### config.mk
export PLATFORM = sky130hd
export DESIGN_NAME = edge_stream_filter
export DESIGN_NICKNAME = d
export VERILOG_FILES = /design/src/rtl/edge_stream_filter.sv
export SDC_FILE = /design/constraint.sdc
export NUM_CORES = 1
export LEC_CHECK = 0
export CAP_MARGIN = 20
export CELL_PAD_IN_SITES_DETAIL_PLACEMENT = 0
export CELL_PAD_IN_SITES_GLOBAL_PLACEMENT = 1
export CORE_AREA = 4 4 296 298
export DETAILED_ROUTE_END_ITERATION = 8
export DIE_AREA = 0 0 300 302
export GPL_TIMING_DRIVEN = 0
export PLACE_DENSITY_LB_ADDON = 0.1
export SLEW_MARGIN = 20
export SYNTH_ARGS = -nofsm -noshare
export SYNTH_HDL_FRONTEND = slang
export SYNTH_SLANG_ARGS = --single-unit
### constraint.sdc
create_clock -name clk -period 10.1 [get_ports clk]
set_input_delay 1.515 -clock clk [delete_from_list [all_inputs] [get_ports clk]]
set_output_delay 1.515 -clock clk [all_outputs]
set_load 0.05 [all_outputs]
### src/rtl/edge_stream_filter.sv
// edge_stream_filter: streaming 3x3 Sobel/Prewitt gradient magnitude filter.
// Buffers two lines plus a 3x3 window. Emits one output pixel per input pixel
// in raster order, and forces border pixels to 0.
// Optional build macro EDGE_THRESH_EN adds a thresh port and binarises the
// output to 0 or all-ones.
// Ports:
//   clk, rst (async, active-low)
//   mode                         0 = Sobel, 1 = Prewitt, latched at in_sof
//   thresh                       binarise threshold (EDGE_THRESH_EN only)
//   in_valid/in_ready/in_sof/in_pixel     input stream
//   out_valid/out_ready/out_pixel         output stream
//   out_sof/out_eol/out_eof               output framing sidebands
//   busy                         a frame is in progress
module edge_stream_filter #(
  parameter int unsigned WIDTH  = 45,
  parameter int unsigned HEIGHT = 45,
  parameter int unsigned PIX_W  = 8,
  parameter int unsigned SHIFT  = 3
) (
  input  logic             clk,
  input  logic             rst,
  input  logic             mode,
`ifdef EDGE_THRESH_EN
  input  logic [PIX_W-1:0] thresh,
`endif
  input  logic             in_valid,
  output logic             in_ready,
  input  logic             in_sof,
  input  logic [PIX_W-1:0] in_pixel,
  output logic             out_valid,
  input  logic             out_ready,
  output logic [PIX_W-1:0] out_pixel,
  output logic             out_sof,
  output logic             out_eol,
  output logic             out_eof,
  output logic             busy
);

  localparam int unsigned CW   = (WIDTH > 1) ? $clog2(WIDTH) : 1;
  localparam int unsigned RW   = $clog2(HEIGHT + 1);
  localparam int unsigned GW   = PIX_W + 4;
  localparam int unsigned MW   = PIX_W + 3;
  localparam int unsigned MAXV = (1 << PIX_W) - 1;

  typedef enum logic [1:0] {S_IDLE, S_FILL, S_RUN, S_FLUSH} state_e;

  state_e           state_q, state_d;
  logic [CW-1:0]    in_col_q, in_col_d, prod_col_q, prod_col_d;
  logic [RW-1:0]    in_row_q, in_row_d, prod_row_q, prod_row_d;
  logic             mode_q, mode_d, busy_q, busy_d;
  logic             out_valid_q, out_valid_d;
  logic [PIX_W-1:0] out_pixel_q, out_pixel_d;
  logic             out_sof_q, out_sof_d, out_eol_q, out_eol_d, out_eof_q, out_eof_d;
`ifdef EDGE_THRESH_EN
  logic [PIX_W-1:0] thresh_q, thresh_d;
`endif

  logic [PIX_W-1:0] lb0_q [WIDTH];
  logic [PIX_W-1:0] lb1_q [WIDTH];
  logic [PIX_W-1:0] win_q  [3][3];
  logic [PIX_W-1:0] win_d  [3][3];
  logic [PIX_W-1:0] win_sh [3][3];
  logic             lb_we;

  logic in_fire, out_fire, sof_start, store, load, border;

  logic signed [GW-1:0] p [3][3];
  logic signed [GW-1:0] gx, gy, ax, ay, kl, kr, kt, kb;
  logic [MW-1:0]        mag, scaled;
  logic [PIX_W-1:0]     sat, pix_val;

  assign in_fire   = in_valid && in_ready;
  assign out_fire  = out_valid_q && out_ready;
  // In FLUSH, in_ready is only high while the final output is taken, so a
  // new frame can start on that same cycle.
  assign sof_start = in_fire && in_sof && (state_q == S_IDLE || state_q == S_FLUSH);
  assign store     = sof_start || (in_fire && (state_q == S_FILL || state_q == S_RUN));
  assign load      = (state_q == S_RUN && in_fire) ||
                     (state_q == S_FLUSH && (!out_valid_q || out_ready) &&
                      prod_row_q != RW'(HEIGHT));
  assign border    = (prod_row_q == '0) || (prod_row_q == RW'(HEIGHT - 1)) ||
                     (prod_col_q == '0) || (prod_col_q == CW'(WIDTH - 1));

  // State register
  always_ff @(posedge clk or negedge rst) begin
    if (!rst) state_q <= S_IDLE;
    else      state_q <= state_d;
  end

  // Next-state logic
  always_comb begin
    state_d = state_q;
    unique case (state_q)
      S_IDLE:  if (sof_start) state_d = S_FILL;
      S_FILL:  if (in_fire && in_row_q == RW'(1) && in_col_q == '0) state_d = S_RUN;
      S_RUN:   if (in_fire && in_row_q == RW'(HEIGHT - 1) &&
                   in_col_q == CW'(WIDTH - 1)) state_d = S_FLUSH;
      S_FLUSH: begin
        if (sof_start)                   state_d = S_FILL;
        else if (out_fire && out_eof_q)  state_d = S_IDLE;
      end
    endcase
  end

  // Handshake output
  always_comb begin
    in_ready = 1'b0;
    unique case (state_q)
      S_IDLE, S_FILL: in_ready = 1'b1;
      S_RUN:          in_ready = !out_valid_q || out_ready;
      S_FLUSH:        in_ready = out_valid_q && out_ready && out_eof_q;
    endcase
  end

  // Window after shifting in the current input column (rows r-2, r-1, r)
  always_comb begin
    for (int i = 0; i < 3; i++) begin
      win_sh[i][0] = win_q[i][1];
      win_sh[i][1] = win_q[i][2];
    end
    win_sh[0][2] = lb1_q[in_col_q];
    win_sh[1][2] = lb0_q[in_col_q];
    win_sh[2][2] = in_pixel;
  end

  // Gradient magnitude; the centre-row/column weight is 2 for Sobel, 1 for Prewitt
  always_comb begin
    for (int i = 0; i < 3; i++)
      for (int j = 0; j < 3; j++)
        p[i][j] = $signed(GW'(win_sh[i][j]));
    kl = mode_q ? p[1][0] : (p[1][0] <<< 1);
    kr = mode_q ? p[1][2] : (p[1][2] <<< 1);
    kt = mode_q ? p[0][1] : (p[0][1] <<< 1);
    kb = mode_q ? p[2][1] : (p[2][1] <<< 1);
    gx = (p[0][2] + kr + p[2][2]) - (p[0][0] + kl + p[2][0]);
    gy = (p[2][0] + kb + p[2][2]) - (p[0][0] + kt + p[0][2]);
    ax = gx[GW-1] ? -gx : gx;
    ay = gy[GW-1] ? -gy : gy;
    mag    = MW'(ax) + MW'(ay);
    scaled = mag >> SHIFT;
    sat    = (scaled > MW'(MAXV)) ? PIX_W'(MAXV) : PIX_W'(scaled);
`ifdef EDGE_THRESH_EN
    pix_val = (sat >= thresh_q) ? PIX_W'(MAXV) : '0;
`else
    pix_val = sat;
`endif
  end

  // Datapath next-state: counters, latched config, output register
  always_comb begin
    in_col_d    = in_col_q;
    in_row_d    = in_row_q;
    prod_col_d  = prod_col_q;
    prod_row_d  = prod_row_q;
    mode_d      = mode_q;
    busy_d      = busy_q;
    out_valid_d = out_valid_q;
    out_pixel_d = out_pixel_q;
    out_sof_d   = out_sof_q;
    out_eol_d   = out_eol_q;
    out_eof_d   = out_eof_q;
    win_d       = win_q;
    lb_we       = 1'b0;
`ifdef EDGE_THRESH_EN
    thresh_d    = thresh_q;
`endif

    if (out_fire) begin
      out_valid_d = 1'b0;
      if (out_eof_q) busy_d = 1'b0;
    end

    if (load) begin
      out_valid_d = 1'b1;
      out_pixel_d = border ? '0 : pix_val;
      out_sof_d   = (prod_row_q == '0) && (prod_col_q == '0);
      out_eol_d   = (prod_col_q == CW'(WIDTH - 1));
      out_eof_d   = (prod_col_q == CW'(WIDTH - 1)) && (prod_row_q == RW'(HEIGHT - 1));
      if (prod_col_q == CW'(WIDTH - 1)) begin
        prod_col_d = '0;
        prod_row_d = prod_row_q + RW'(1);
      end else begin
        prod_col_d = prod_col_q + CW'(1);
      end
    end

    if (store) begin
      win_d = win_sh;
      lb_we = 1'b1;
      if (in_col_q == CW'(WIDTH - 1)) begin
        in_col_d = '0;
        in_row_d = in_row_q + RW'(1);
      end else begin
        in_col_d = in_col_q + CW'(1);
      end
    end

    if (sof_start) begin
      in_col_d   = CW'(1);
      in_row_d   = '0;
      prod_col_d = '0;
      prod_row_d = '0;
      mode_d     = mode;
      busy_d     = 1'b1;
`ifdef EDGE_THRESH_EN
      thresh_d   = thresh;
`endif
    end
  end

  // Control and output registers
  always_ff @(posedge clk or negedge rst) begin
    if (!rst) begin
      in_col_q    <= '0;
      in_row_q    <= '0;
      prod_col_q  <= '0;
      prod_row_q  <= '0;
      mode_q      <= 1'b0;
      busy_q      <= 1'b0;
      out_valid_q <= 1'b0;
      out_pixel_q <= '0;
      out_sof_q   <= 1'b0;
      out_eol_q   <= 1'b0;
      out_eof_q   <= 1'b0;
`ifdef EDGE_THRESH_EN
      thresh_q    <= '0;
`endif
    end else begin
      in_col_q    <= in_col_d;
      in_row_q    <= in_row_d;
      prod_col_q  <= prod_col_d;
      prod_row_q  <= prod_row_d;
      mode_q      <= mode_d;
      busy_q      <= busy_d;
      out_valid_q <= out_valid_d;
      out_pixel_q <= out_pixel_d;
      out_sof_q   <= out_sof_d;
      out_eol_q   <= out_eol_d;
      out_eof_q   <= out_eof_d;
`ifdef EDGE_THRESH_EN
      thresh_q    <= thresh_d;
`endif
    end
  end

  // Line buffers and window hold don't-care data until refilled, so no reset
  always_ff @(posedge clk) begin
    win_q <= win_d;
    if (lb_we) begin
      lb1_q[in_col_q] <= lb0_q[in_col_q];
      lb0_q[in_col_q] <= in_pixel;
    end
  end

  assign out_valid = out_valid_q;
  assign out_pixel = out_pixel_q;
  assign out_sof   = out_sof_q;
  assign out_eol   = out_eol_q;
  assign out_eof   = out_eof_q;
  assign busy      = busy_q;

endmodule

==> results of run 1 <==
==> metal layers <==
layer	vias to the layer above	share of wire, %
met2	821	47
li1	8794	-
met5	-	0
met4	0	4.2
met1	10580	42
met3	193	6.6
==> cell families (layout without fill, tap and decap cells) <==
| kind of cell | after synthesis | in the layout | share of synthesized area (%) |
|---|---|---|---|
| buffers and inverters | 232 | 482 | 2.873 |
| XOR/XNOR | 46 | 46 | 1.197 |
| multiplexers | 65 | 65 | 2.063 |
| other | 0 | 2 | 0 |
| adder cells (fa/ha/maj) | 113 | 113 | 5.673 |
| AO/OA/AOI/OAI | 547 | 547 | 11.80 |
| AND/OR/NAND/NOR | 340 | 340 | 4.907 |
| flip-flops | 808 | 808 | 71.49 |
==> layout make-up <==
| type | instances | area share, % |
|---|---|---|
| well taps | 1144 | 3.590 |
| multi-input cells | 1111 | 22.51 |
| plain buffers | 113 | 1.362 |
| diodes | 2 | 0.01255 |
| clock inverters | 56 | 1.638 |
| inverters | 119 | 1.136 |
| repair buffers | 84 | 3.565 |
| clock buffers | 110 | 5.837 |
| flip-flops and latches | 808 | 60.35 |
==> per-stage QoR <==
step	hold WS, ns	utilization, %	cells	setup TNS, ns	instance area (sq um)
global placement	0.4065	41.66	3322	-5.271	35360
global route	0.4241	46.97	3545	0	39870
finish	0.4210	46.98	3547	0	39870
detailed placement	0.4057	43.32	3375	-1.179	36770
CTS	0.4193	46.88	3541	0	39790
floorplan	0.4003	-	2151	0	33660
==> state kept, by name (all words and copies together) (netlist names) <==
register / cells
in_row_q: 6
out_sof: 1
out_pixel: 8
in_col_q: 6
busy: 1
out_eof: 1
prod_row_q: 6
prod_col_q: 6
lb0_q: 360
lb1_q: 360
p: 48
mode_q: 1
state_q: 2
out_eol: 1
out_valid: 1
==> cell usage after synthesis (13+ instances only) <==
cell type / number
inv_1: 115
xnor2_1: 20
buf_2: 38
nand3_1: 14
nand2_1: 91
edfxtp_1: 768
fa_1: 66
a22o_1: 60
xor2_1: 26
or3_1: 14
mux2i_1: 48
a41oi_1: 13
o21ai_0: 53
dfrtp_1: 40
a22oi_1: 180
a31oi_1: 67
or4_1: 16
a21oi_1: 67
nand4_1: 17
mux2_2: 15
ha_1: 47
buf_1: 13
clkbuf_1: 54
a221oi_1: 55
nor2_1: 122
==> critical path: cells and delay by family, from the launching register on <==
family          cells  cell delay [ns]
simple gates        7             1.94
compound gates     12             3.02
buf+inv             6             1.49
fa+ha+maj           5             2.36
xor+xnor            1             0.16
flops               1             0.41
==> worst min path at each step <==
stage	from	end	slack, ns	depth (start not counted)
3_5_place_dp	p[50]	p[62]	0.41	0
2_1_floorplan	p[48]	p[60]	0.40	0
5_1_grt	p[50]	p[62]	0.42	0
4_1_cts	p[50]	p[62]	0.42	0
6_report	p[49]	p[61]	0.42	0
3_3_place_gp	p[49]	p[61]	0.41	0
==> repair_timing <==
item | CTS | global route
setup endpoints to repair | 6 | 6
hold buffers | 0 | 0
gates resized for setup | 10 | 27
buffers inserted | 0 | 4
pin swaps | 1 | 2
==> run metrics, run 1 <==
outcome=finished, final reports clean; die width=300 microns; Fmax=105.7 MHz; routed wire length=109,300 microns; slew margin rel.=22.19%; via count=20,380; count of cell types in the netlist=69; CTS clock-pin slew for the worst setup and hold paths=0.06 ns; post-synthesis sequential area ratio=71.49%; CP Data Arrival Time=10.04 ns; most common cell after layout, fill and taps aside=edfxtp_1; initial antenna violation count=0; worst r2r src=in_col_q[0]; yosys warns=0; clk_lat worst skew=0.67 ns; area of the core=84,880 sq um; total clock sinks=808; Overflow after GRT=0; CTS max path bufs=3; CTS tree=done; busiest grt layer=met2; Mapped Nets=2,278; delay of the slowest critical-path stage=0.74 ns; Hold/Removal Path Class=flip-flop to flip-flop; period utilisation layout=93.71%; Setup CP Type=flip-flop to flip-flop; Pre-Repair DR Iteration Count=5; DRC viols=0; Layout fillers=7,438; GR Layer Usage met2=39.12%; R2R setup slack=0.64 ns; crit-path max FO=10; Starting Density=39.65%; Async SR Flop Fraction=4.950%; CP endpoint=out_pixel[7]; global-route wire length before repair=154,600 microns; Synth Register Bits=808; Clock Root Buffer=clkbuf_16; grt met3 use=4.278%; nets=2,453; met1 global-route usage=32.72%; worst endpoint required time=10.68 ns; top cell type's share of synthesized area=68.52%; Syn Inst Count=2,151; ys flop type=edfxtp_1; Final min period=9.465 ns; r2r worst-path depth=31; Worst-Margin Slew=1.167 ns; post-DP HPWL=73,040 microns; DR WL/cell=30.82 microns; vias per inst=5.747; Row Count=107; TritonCTS Buffers=89; Final Max Slew Viols=0; Synth area leaders=edfxtp_1 69%, a22oi_1 4.0%, fa_1 3.9%; area of the multi-input gates=8976 sq um; commonest cells after routing, fill and taps aside=768 x edfxtp_1, 180 x a22oi_1, 109 x inv_1; die area=90,600 sq um; CTS H-tree depth=3; RSZ-0062 raised after global routing=false; initial drt markers=1,934; number of global-route vias before repair=20,400; Worst Setup Slack post-DPL=-0.4715 ns; # IOs=28; Crit. Startpoint=in_col_q[0]; GP Congestion=0.8199; number of routed nets with antenna violations=0; synthesized area=33,660 sq um; crit path max-delay cell type=buf_1; FF/Latch Area=24,060 sq um; Max Cap Violations=0; CP dominant cell by count=fa_1; pin count of the biggest net entering global routing=48; worst flop-to-flop path endpoint=out_pixel[7]; PortBufs=27; Die Height=302 microns; Area Overhead vs Synth=18.46%; Yosys top cell by area=edfxtp_1; setup violators final=0; CP Launch Type=flip-flop; Max Clock Skew=0.04300 ns; layout cells sized above 1=14.45%; final hold vios=0; Post-synth EDFFs=768; gr usage total=24.15%; Setup WS post-layout=0.6352 ns; Crit. End Element=flip-flop; Mean Syn Cell Area=15.65 sq um
Power of run 1 is left out: the tool's default activity adds up to more than one toggle a clock period on the data nets, which glitch-free logic cannot reach.
==> run 2: changes to the inputs <==
CORE_AREA = 4 4 265 267   (was 4 4 296 298)
DIE_AREA = 0 0 269 271   (was 0 0 300 302)
clock period = 10.3 ns   (was 10.1 ns; I/O delays follow)
==> run metrics, run 2 (synthesized netlist as in run 1, its figures left out) <==
CP Data Arrival Time=10.23 ns (+0.19 ns); period utilisation layout=94.29% (+0.58 points); Crit. End Element=flip-flop; vias per inst=6.312 (+9.8%); crit-path max FO=10 (unchanged); final hold vios=0 (unchanged); delay of the slowest critical-path stage=0.78 ns (+0.04 ns); Hold Buf Count CTS=0 (unchanged); CP dominant cell by count=fa_1; clk_lat worst skew=0.66 ns (about the same); CTS tree=done; die area=72,900 sq um (-20%); routed wire length=103,000 microns (-5.7%); die width=269 microns (-10%); WHS Endpoint=p[62]; worst flop-to-flop path endpoint=out_pixel[7]; CTS max path bufs=3 (unchanged); slew margin rel.=17.55% (-4.6 points); GP Congestion=0.8523 (+4.0%); via count=20,550 (+0.82%); layout cells sized above 1=13.18% (-1.3 points); TritonCTS Buffers=84 (-5.6%); Setup CP Type=flip-flop to flip-flop; pin count of the biggest net entering global routing=48 (unchanged); area of the core=68,110 sq um (-20%); setup violators final=0 (unchanged); post-DP HPWL=67,080 microns (-8.2%); PortBufs=27 (unchanged); Fmax=103.0 MHz (-2.5%); outcome=finished, final reports clean; worst hold slack=0.4210 ns (-0.00005200 ns); worst endpoint required time=10.82 ns (+0.14 ns); Hold/Removal Path Class=flip-flop to flip-flop; Starting Density=49.42% (+9.8 points); CP Launch Type=flip-flop; initial drt markers=2,649 (+37%); CTS H-tree depth=3 (unchanged); number of global-route vias before repair=20,240 (-0.79%); r2r worst-path depth=32 (+3.2%); Row Count=96 (-10%); Layout fillers=5,290 (-29%); worst r2r src=in_col_q[0]; DRC viols=0 (unchanged); antenna fix cells=0 (-2); DR WL/cell=31.65 microns (+2.7%); initial antenna violation count=2 (+2); Die Height=271 microns (-10%); hold_sp=p[50]; Overflow after GRT=0 (unchanged); global-route wire length before repair=146,700 microns (-5.1%); crit path max-delay cell type=buf_1; Hold Path Depth=0 (unchanged); commonest cells after routing, fill and taps aside=768 x edfxtp_1, 180 x a22oi_1, 109 x inv_1; nets=2,436 (-0.69%); # IOs=28 (unchanged); Area Overhead vs Synth=15.71%; R2R setup slack=0.59 ns (-0.05 ns); Final min period=9.712 ns (+0.2470 ns); most common cell after layout, fill and taps aside=edfxtp_1; RSZ-0062 raised after global routing=false; Max Cap Violations=0 (unchanged); CTS clock-pin slew for the worst setup and hold paths=0.06 ns (about the same); Worst-Margin Slew=1.237 ns (+0.06957 ns); Pre-Repair DR Iteration Count=6 (+1); gr usage total=28.41% (+4.3 points); number of routed nets with antenna violations=0 (unchanged); Final Max Slew Viols=0 (unchanged); Clock Root Buffer=clkbuf_16; Max Clock Skew=0.03197 ns (-0.01103 ns); total clock sinks=808 (unchanged)
-- run 2: worst max-delay path, delay by kind of cell (launching register included) --
family / cells / cell delay [ns]
compound gates: 12 / 3.67
xor+xnor: 1 / 0.15
fa+ha+maj: 5 / 2.29
buf+inv: 7 / 1.86
flops: 1 / 0.44
simple gates: 7 / 1.20
-- run 2: area by class of cell --
class / count / area, sq um / share of cell area [%]
Sequential cell: 808 / 24060 / 61.78
Multi-Input combinational cell: 1111 / 8975 / 23.04
Clock buffer: 111 / 2225 / 5.712
Timing Repair Buffer: 73 / 1154 / 2.962
Tap cell: 882 / 1104 / 2.833
Buffer: 112 / 529.3 / 1.359
Inverter: 119 / 450.4 / 1.157
Clock inverter: 40 / 447.9 / 1.150
-- run 2: what timing repair did --
action | 4_1_cts | 5_1_grt
endpoints found under the setup margin | 2 | 6
setup buffers | 0 | 5
gates resized for setup | 2 | 20
pin swaps | 0 | 4
-- run 2: worst max-delay path by stage --
stage / slack, ns / cells after the start / end / startpoint
finish: 0.59 / 32 / out_pixel[7] / in_col_q[0]
global route: 0.002 / 33 / out_pixel[7] / in_col_q[1]
CTS: 0.06 / 33 / out_pixel[7] / in_col_q[0]
detailed placement: -0.29 / 31 / out_pixel[7] / in_col_q[0]
global placement: -1.03 / 32 / out_pixel[7] / in_col_q[0]
floorplan: 2.55 / 32 / out_pixel[4] / in_col_q[1]
-- run 2: metal layers --
metal  GRT usage, %  wire length (microns)  vias to the layer above
met3          6.075                   9157                      216
met4          10.35                   4355                        4
met5              0                     27                        -
met1          38.90                  40840                    10590
li1               -                      -                     8731
met2          45.25                  48660                     1009
-- run 2: per-stage QoR --
step                      TNS, ns  cells  utilization (%)  worst slack [ns]  instance area, sq um
after global placement     -4.651   3060            51.44            -1.033                 35030
after detailed placement  -0.3488   3101            53.12           -0.2881                 36180
after floorplan                 0   2151                -             2.548                 33660
after CTS                       0   3252            57.06           0.05692                 38860
after global routing            0   3256            57.19          0.002158                 38950
final                           0   3256            57.19            0.5881                 38950
Power of run 2 is left out for the same reason.
